**src/rtl/traffic_lights_cmd_seq.sv**
```systemverilog
// ---------------------------------------------------------------------------
// TrafficLightsCmdSeq : command sequencer feeding the traffic-light controller
//
// Host requests arrive over a valid/ready handshake and are buffered in a
// small FIFO. Request types 0-5 are forwarded to the controller as one-cycle
// cmd_valid_o pulses. Type 6 (AUTO_ON) and type 7 (AUTO_OFF) only steer the
// built-in auto mode, which cycles green/yellow/red (3 -> 4 -> 5) on a
// programmable period. Consecutive pulses are always separated by at least
// GAP_CYCLES idle cycles.
//
// Ports
//   clk_i        clock
//   arst_i       asynchronous reset, active-high
//   req_valid_i  host request valid
//   req_ready_o  FIFO can accept a request (not full)
//   req_type_i   0-5 forwarded, 6 AUTO_ON, 7 AUTO_OFF
//   req_data_i   duration to forward, or auto period for AUTO_ON
//   cmd_type_o   command type to the controller
//   cmd_valid_o  one-cycle command strobe
//   cmd_data_o   command data, held between issues
//   auto_on_o    auto mode active
//   fifo_cnt_o   current FIFO occupancy
// ---------------------------------------------------------------------------
module traffic_lights_cmd_seq #(
   parameter int FIFO_DEPTH = 4,
   parameter int GAP_CYCLES = 2,
   parameter int AUTO_W     = 16
) (
   input  logic                          clk_i,
   input  logic                          arst_i,
   input  logic                          req_valid_i,
   output logic                          req_ready_o,
   input  logic [2:0]                    req_type_i,
   input  logic [15:0]                   req_data_i,
   output logic [2:0]                    cmd_type_o,
   output logic                          cmd_valid_o,
   output logic [15:0]                   cmd_data_o,
   output logic                          auto_on_o,
   output logic [$clog2(FIFO_DEPTH):0]   fifo_cnt_o
);

   localparam int PW = $clog2(FIFO_DEPTH);
   localparam int CW = PW + 1;
   localparam int GW = $clog2(GAP_CYCLES + 1);

   typedef enum logic [1:0] {
      IDLE,
      ISSUE,
      GAP
   } state_t;

   // FIFO storage and bookkeeping
   logic [2:0]    fifoType_q [FIFO_DEPTH];
   logic [15:0]   fifoData_q [FIFO_DEPTH];
   logic [PW-1:0] wrPtr_q;
   logic [PW-1:0] rdPtr_q;
   logic [CW-1:0] cnt_q;
   logic [CW-1:0] cnt_d;

   // Sequencer state and registered outputs
   state_t        state_q;
   logic [GW-1:0] gapCnt_q;
   logic [2:0]    cmdType_q;
   logic          cmdValid_q;
   logic [15:0]   cmdData_q;

   // Auto-mode state
   logic              autoOn_q;
   logic              autoPend_q;
   logic [1:0]        autoPhase_q;
   logic [AUTO_W-1:0] autoCnt_q;
   logic [AUTO_W-1:0] autoPeriod_q;

   logic          push;
   logic          pop;
   logic [2:0]    headType;
   logic [15:0]   headData;
   logic          autoExpire;
   logic [AUTO_W-1:0] newPeriod;

   // Ready depends only on the registered count so the host never sees a
   // combinational path from its own valid. A pop only happens in IDLE, so
   // a full FIFO refuses a push even in the cycle it is being drained.
   assign req_ready_o = (cnt_q < CW'(FIFO_DEPTH));
   assign push        = req_valid_i && req_ready_o;
   assign pop         = (state_q == IDLE) && (cnt_q != '0);
   assign headType    = fifoType_q[rdPtr_q];
   assign headData    = fifoData_q[rdPtr_q];

   // The auto counter expires on the cycle it holds period-1; a zero period
   // is coerced to 1 when it is loaded, so period-1 never underflows.
   assign autoExpire  = autoOn_q && (autoCnt_q == (autoPeriod_q - AUTO_W'(1)));
   assign newPeriod   = (AUTO_W'(headData) == '0) ? AUTO_W'(1) : AUTO_W'(headData);

   assign cmd_type_o  = cmdType_q;
   assign cmd_valid_o = cmdValid_q;
   assign cmd_data_o  = cmdData_q;
   assign auto_on_o   = autoOn_q;
   assign fifo_cnt_o  = cnt_q;

   // Occupancy next-state: a simultaneous push and pop leaves it unchanged.
   always_comb begin
      cnt_d = cnt_q;
      if (push && !pop) begin
         cnt_d = cnt_q + CW'(1);
      end else if (pop && !push) begin
         cnt_d = cnt_q - CW'(1);
      end
   end

   // FIFO payload storage. Emptying on reset is done through the pointers and
   // count, so the storage itself needs no reset.
   always_ff @(posedge clk_i) begin
      if (push) begin
         fifoType_q[wrPtr_q] <= req_type_i;
         fifoData_q[wrPtr_q] <= req_data_i;
      end
   end

   // FIFO pointers wrap naturally because FIFO_DEPTH is a power of two.
   always_ff @(posedge clk_i or posedge arst_i) begin
      if (arst_i) begin
         wrPtr_q <= '0;
         rdPtr_q <= '0;
         cnt_q   <= '0;
      end else begin
         cnt_q <= cnt_d;
         if (push) begin
            wrPtr_q <= wrPtr_q + PW'(1);
         end
         if (pop) begin
            rdPtr_q <= rdPtr_q + PW'(1);
         end
      end
   end

   // Main sequencer. The auto counter free-runs in every state while auto mode
   // is on; later assignments in the state decode deliberately override it
   // (AUTO_ON reload, resync on host types 0-2). Host entries always win over
   // a pending auto expiry, which simply waits for the next free IDLE cycle.
   // When an auto command is issued in the same cycle the counter expires
   // again, the fresh expiry is kept pending rather than lost.
   always_ff @(posedge clk_i or posedge arst_i) begin
      if (arst_i) begin
         state_q      <= IDLE;
         gapCnt_q     <= '0;
         cmdType_q    <= '0;
         cmdValid_q   <= 1'b0;
         cmdData_q    <= '0;
         autoOn_q     <= 1'b0;
         autoPend_q   <= 1'b0;
         autoPhase_q  <= '0;
         autoCnt_q    <= '0;
         autoPeriod_q <= '0;
      end else begin
         cmdValid_q <= 1'b0;

         if (autoOn_q) begin
            if (autoExpire) begin
               autoCnt_q  <= '0;
               autoPend_q <= 1'b1;
            end else begin
               autoCnt_q <= autoCnt_q + AUTO_W'(1);
            end
         end

         case (state_q)
            IDLE: begin
               if (pop) begin
                  if (headType <= 3'd5) begin
                     cmdValid_q <= 1'b1;
                     cmdType_q  <= headType;
                     cmdData_q  <= headData;
                     state_q    <= ISSUE;
                     if (headType <= 3'd2) begin
                        autoCnt_q   <= '0;
                        autoPhase_q <= '0;
                     end
                  end else if (headType == 3'd6) begin
                     autoOn_q     <= 1'b1;
                     autoPeriod_q <= newPeriod;
                     autoCnt_q    <= '0;
                     autoPhase_q  <= '0;
                     autoPend_q   <= 1'b0;
                  end else begin
                     autoOn_q   <= 1'b0;
                     autoPend_q <= 1'b0;
                  end
               end else if (autoOn_q && autoPend_q) begin
                  cmdValid_q  <= 1'b1;
                  cmdType_q   <= 3'd3 + {1'b0, autoPhase_q};
                  state_q     <= ISSUE;
                  autoPhase_q <= (autoPhase_q == 2'd2) ? 2'd0 : autoPhase_q + 2'd1;
                  autoPend_q  <= autoExpire;
               end
            end
            ISSUE: begin
               gapCnt_q <= '0;
               state_q  <= GAP;
            end
            GAP: begin
               if (gapCnt_q == GW'(GAP_CYCLES - 1)) begin
                  state_q <= IDLE;
               end else begin
                  gapCnt_q <= gapCnt_q + GW'(1);
               end
            end
            default: begin
               state_q <= IDLE;
            end
         endcase
      end
   end

endmodule
```
**config.mk**
```make
export PLATFORM = sky130hd
export DESIGN_NAME = traffic_lights_cmd_seq
export DESIGN_NICKNAME = d
export VERILOG_FILES = /design/src/rtl/traffic_lights_cmd_seq.sv
export SDC_FILE = /design/constraint.sdc
export NUM_CORES = 1
export LEC_CHECK = 0
export ABC_AREA = 1
export BUFFER_PORTS_ARGS = -buffer_cell sky130_fd_sc_hd__clkbuf_2
export CAP_MARGIN = 20
export CORE_MARGIN = 4
export CORE_UTILIZATION = 50
export DETAILED_ROUTE_END_ITERATION = 12
export GPL_ROUTABILITY_DRIVEN = 0
export PLACE_DENSITY = 0.7
export SETUP_SLACK_MARGIN = 0.3
export SYNTH_ARGS = -nofsm -noshare
export SYNTH_HDL_FRONTEND = slang
export SYNTH_SLANG_ARGS = --single-unit
```
**constraint.sdc**
```tcl
create_clock -name clk_i -period 2.5 [get_ports clk_i]
set_input_delay 0.125 -clock clk_i [delete_from_list [all_inputs] [get_ports clk_i]]
set_output_delay 0.125 -clock clk_i [all_outputs]
set_load 0.02 [all_outputs]
```
Word-level counts from Yosys, hierarchy flattened --
Memories as Yosys holds them, arrays and structs flattened. Cells that the tools add are included.
Word-level totals: bits in registers 67, bits in latches 0, RAM bits 76, ROM bits 0, input bits 22, output and inout port bits 25, memories kept 2
Operators by class: add/sub/neg operators 9, $mul 0, div/mod/pow operators 0, $lt $le $gt $ge 3, equality and inequality tests 13, shifts and indexed selects 0, mux-type cells 39, bitwise logic cells 1, reductions and logical operators 21
Memories:
- fifoData_q | words 4, bits a word 16, rd ports 1, clocked after Yosys merged registers in 0, write ports 1, line 54 | logic [15:0] fifoData_q [FIFO_DEPTH];
- fifoType_q | words 4, bits a word 3, rd ports 1, clocked after Yosys merged registers in 0, write ports 1, line 53 | logic [2:0] fifoType_q [FIFO_DEPTH];
Operator list (number):
- two-way mux 16 bit | 8
- two-way mux 2 bit | 11
- adder 16 x 1 -> 16 bit (second input constant) | 1
- equality test 16 bit | 1
- zero test 16 bit | 1
- subtractor 16 x 1 -> 16 bit (second input constant) | 1
- two-way mux 3 bit | 5
- two-way mux 1 bit | 13
- AND reduction 3 bit | 4
- != test 3 x 2 -> 1 bit (second input constant) | 3
- adder 2 x 1 -> 2 bit (second input constant) | 4
- AND reduction 4 bit | 2
- logical AND 1 bit | 6
- case mux 2 bit (3 select lines) | 1
- nonzero test 2 bit | 3
- equality test 2 x 1 -> 1 bit (second input constant) | 2
- equality test 2 bit (second input constant) | 2
- != test 2 bit (second input constant) | 2
- case mux 2 bit (2 select lines) | 1
- adder 2 x 2 -> 3 bit (first input constant) | 1
- adder 3 x 1 -> 3 bit (second input constant) | 1
- equality test 3 bit (second input constant) | 1
- <= comparator 3 x 2 -> 1 bit (second input constant) | 1
- <= comparator 3 bit (second input constant) | 1
- other kinds (9) | 10

Logic depth before layout (Yosys ltp) --
depth after elaboration 9, depth in mapped cells 16, mapped depth without buffers 14

Worst setup path before layout --
Ideal clock, no wire load.
path kind flip-flop to flip-flop, start point reg cnt_q[0], in the netlist fifo_cnt_o[0], end point reg cnt_q[2], in the netlist fifo_cnt_o[2], library setup time 0.131 ns, arrival time 2.010 ns, required time 2.369 ns, setup slack 0.360 ns, cell stages (with the launch flop) 10, buffers on the path 0, clock period less this slack 2.140 ns, cell sequence dfrtp_1 nor3_1 nor2_4 inv_2 ha_1 inv_1 fa_1 a21oi_1 o21ai_0 xor2_1
Between the ends: cells in the longest elaborated chain, start to end 5, elaborated cells between the ends (all ways) 13, those cells by class 2 x add/sub; 1 x order compare; 2 x mux; 8 x reduce/logical
Ends and longest elaborated chain:
- start, declared | line 57 | logic [CW-1:0] cnt_q;
- start signal, assigned | line 127 | cnt_q <= cnt_d;
- < comparator 3 bit or nonzero test 3 bit (tied branches) | line 84, 86
- logical AND 1 bit, on equally long branches | line 85, 86
- zero test 1 bit, on equally long branches | line 106, 104
- logical AND 1 bit, on equally long branches | line 106, 104
- nonzero test 2 bit (no source line) or two-way mux 3 bit (tied branches)
Several ways; a longest one is shown, not always the timed one. The select of a mux whose other input is x is not followed. A chain may end at the register's enable or synchronous reset.

Worst setup path after layout --
start point reg autoPeriod_q[2], end point reg autoCnt_q[15]
Between the ends: cells in the longest elaborated chain, start to end 9, elaborated cells between the ends (all ways) 10, those cells by class 1 x add/sub; 1 x eq/ne; 7 x mux; 1 x reduce/logical
Ends and longest elaborated chain:
- start, declared | line 72 | logic [AUTO_W-1:0] autoPeriod_q;
- start signal, assigned | line 181 | autoPeriod_q <= newPeriod;
- subtractor 16 x 1 -> 16 bit (*) | line 92 | assign autoExpire = autoOn_q && (autoCnt_q == (autoPeriod_q - AUTO_W'(1)));
- equality test 16 bit (*) | line 92
- logical AND 1 bit (*) | line 92
- two-way mux 16 bit (*) | line 159 | if (autoExpire) begin
- two-way mux 16 bit (*) | line 158 | if (autoOn_q) begin
- two-way mux 16 bit, on equally long branches | line 179, 175
- two-way mux 16 bit | line 170 | if (headType <= 3'd5) begin
- two-way mux 16 bit | line 169 | if (pop) begin
- two-way mux 16 bit (*) | line 167 | case (state_q)
- end signal, assigned | line 163 | autoCnt_q <= autoCnt_q + AUTO_W'(1);
- end, declared | line 71 | logic [AUTO_W-1:0] autoCnt_q;
Mark *: on every way between the ends. The rest lies on a longest branch, timed or not.

==> impl_metrics.py <==
metrics = {
    "run_status": {
        "outcome": "complete, no violations",
    },
    "route": {
        "wl_per_cell_um": 15.1,
        "vias": 5116,
        "firstDrtPassIters": 5,
        "wirelength_um": 14700,
        "ant_nets": 0,
        "drtIter0Drc": 278,
        "drcViolationCount": 0,
        "vias_per_cell": 5.25,
    },
    "global_route": {
        "grt_max_degree": 33,
        "antenna_found_initial": 0,
        "grt_overflow": 0,
        "globalRouteTotalUtil_pct": 20.8,
        "grt_pass1_vias": 5083,
        "grt_pass1_wl_um": 24500,
    },
    "floorplan": {
        "die_area_um2": 15400,
        "chipWidth_um": 124,
        "start_util_pct": 51.0,
        "die_h_um": 124,
        "pin_count": 47,
        "coreArea_um2": 13200,
        "fp-row-count": 42,
    },
    "worst_hold_path": {
        "holdCritPathClass": "in2reg",
    },
    "placed_design": {
        "port_buffers": 46,
        "pre_cts_ws_ps": 285,
        "dp_hpwl_um": 9920,
    },
    "timing": {
        "setup_ws_ps": 456,
        "finalSetupTns_ps": 0,
        "period_share_pct": 81.8,
        "rsz0062_at_grt": "no",
        "slew_viol_final": 0,
        "report.final.setup_viol": 0,
        "finalHoldViolations": 0,
        "worst_pin_slew_ps": 648,
        "final.setup_skew_ps": 12.3,
        "max-slew-margin-rel_pct": 56.7,
        "fin_crit_ps": 2040,
        "fmax_mhz": 489,
    },
    "synthesis": {
        "postSynthAreaPerCell_um2": 9.55,
        "synth_ff_type": "edfxtp_1",
        "syn_area_um2": 6730,
        "synth_cell_types": 37,
        "syn-instance-count": 704,
        "syn_nets": 738,
        "yosysWarnings": 0,
        "ys_seq_elements": 143,
        "synth_edf_count": 76,
        "synth.yosys.seq_area_share_pct": 58.9,
        "async_reset_ff_share_pct": 46.9,
    },
    "clock_tree": {
        "h-tree-depth": 4,
        "cts_tree": "yes",
        "clkSlewWorstSetupHoldPaths_ps": 60,
        "cts-buffers-inserted": 17,
        "clk_latency_ps": 420,
        "root_buffer": "clkbuf_16",
        "cts.sinks": 143,
        "cts.path.max_buffers": 2,
    },
    "cells_and_area": {
        "final_cell_mix": "nand2_1 (165), edfxtp_1 (76), inv_1 (74)",
        "drive_gt1_share_pct": 16.7,
        "area_growth_pct": 19.2,
        "multi_input_area_um2": 2440,
        "nets": 819,
        "nFillCells": 1094,
        "regArea_um2": 3960,
        "post-route-util_pct": 60.8,
        "mostFrequentLayoutCell": "nand2_1",
        "antenna_cells": 0,
    },
    "setup_path": {
        "cp-start-kind": "flop",
        "cp_max_fo": 7,
        "end_kind": "flop",
        "crit_arrival_ps": 2350,
        "critPathRequiredTime_ps": 2800,
        "crit_type": "reg2reg",
    },
    "flow_run": {
        "cap_viol_max_count": 0,
    },
    "pwr": {
        "p_leak_nw": 3.58,
        "power_density_nw_per_um2": 1270,
        "irDropWorstVdd_v": 0.000789,
    },
}
-- synthesized netlist by cell type, types with 9 or more instances --
cell type	instances	area [µm²]
a21oi_1	34	170
o21ai_1	9	45.0
ha_1	11	138
nand4_1	19	119
inv_1	76	285
edfxtp_1	76	2280
nand2_1	165	619
o21ai_0	41	205
nor2_2	11	68.8
nor2_1	70	263
xor2_1	13	114
nand3_1	40	200
buf_2	16	80.1
dfrtp_1	67	1680
-- where the power goes --
group          switching [mW]  total [mW]  internal (mW)
Combinational            2.80        4.20           1.40
Sequential              0.465        3.58           3.11
Clock                    1.03        2.42           1.39
Total                    4.29        10.2           5.90
-- critical path: stages, from the launching register on --
cell     delay (ps)
dfrtp_1         470
nor2_2          130
nand2_2         130
nor2_4          210
nand2_1          80
nand2_1          80
nand2_1          90
nor3_2          390
nand3_4         170
o21ai_0         120
nor2_1           60
-- kinds of logic (layout without fill, tap and decap cells) --
family / Yosys count / after routing / share of synthesized area [%]
muxes: 2 / 2 / 0.316
and+or+nand+nor: 333 / 334 / 22.3
adders and majority gates: 12 / 12 / 2.34
xor gates and xnor gates: 17 / 17 / 2.21
AOI/OAI and AO/OA: 99 / 99 / 8.05
DFF: 143 / 143 / 58.9
buffers and inverters: 98 / 191 / 5.88
-- layout make-up --
type / count / share of cell area (%)
Tap cell: 176 / 2.75
Inverter: 79 / 3.70
Sequential cell: 143 / 49.4
Clock buffer: 19 / 5.40
Multi-Input combinational cell: 464 / 30.4
Timing Repair Buffer: 80 / 6.72
Clock inverter: 13 / 1.62
-- sequential cells by signal, indices dropped and copies added, names as in the netlist, 3 cells and up, named ones only --
name / count
fifoType_q: 12
fifoData_q: 64
autoCnt_q: 16
cmd_data_o: 16
autoPeriod_q: 16
fifo_cnt_o: 3
cmd_type_o: 3
-- timing repair --
action,CTS,global route
resized for setup,2,11
hold buffers,20,0
hold endpoints to repair,104,0
setup buffers,0,2
gates cloned,0,1
setup endpoints to repair,2,32
pin swaps,0,1
-- path summary, 6_finish.rpt --
check	end	from	cells after the start	slack, ps
setup / recovery	autoCnt_q[15]$_DFF_PP0_	autoPeriod_q[2]$_DFFE_PP0P_	10	460
hold / removal	wrPtr_q[0]$_DFFE_PP0P_	req_valid_i	3	120
max in group asynchronous	cmd_data_o[4]$_DFFE_PP0P_	arst_i	4	1380
min in group asynchronous	state_q[1]$_DFFE_PP0P_	arst_i	3	340
hold reg to reg	autoPhase_q[1]$_DFFE_PP0P_	autoPhase_q[1]$_DFFE_PP0P_	2	490
setup reg to reg	autoCnt_q[15]$_DFF_PP0_	autoPeriod_q[2]$_DFFE_PP0P_	10	460
-- layer usage --
layer  wire length (µm)  GRT usage (%)
met4                321           7.73
met2               7590           35.3
met1               6320           26.3
met3                479           4.45
met5                  0              0
-- per-stage QoR --
stage | area (µm²) | power, mW | hold slack, ps | std cells
after detailed placement | 7170 | 7.59 | 247 | 919
after floorplan | 6730 | 6.46 | 224 | 704
after global routing | 8020 | 11.0 | 124 | 974
after CTS | 7940 | 10.0 | 105 | 971
after global placement | 7170 | 7.42 | 225 | 919
final | 8020 | 10.2 | 120 | 974
Power figures use the tool's default switching activity.
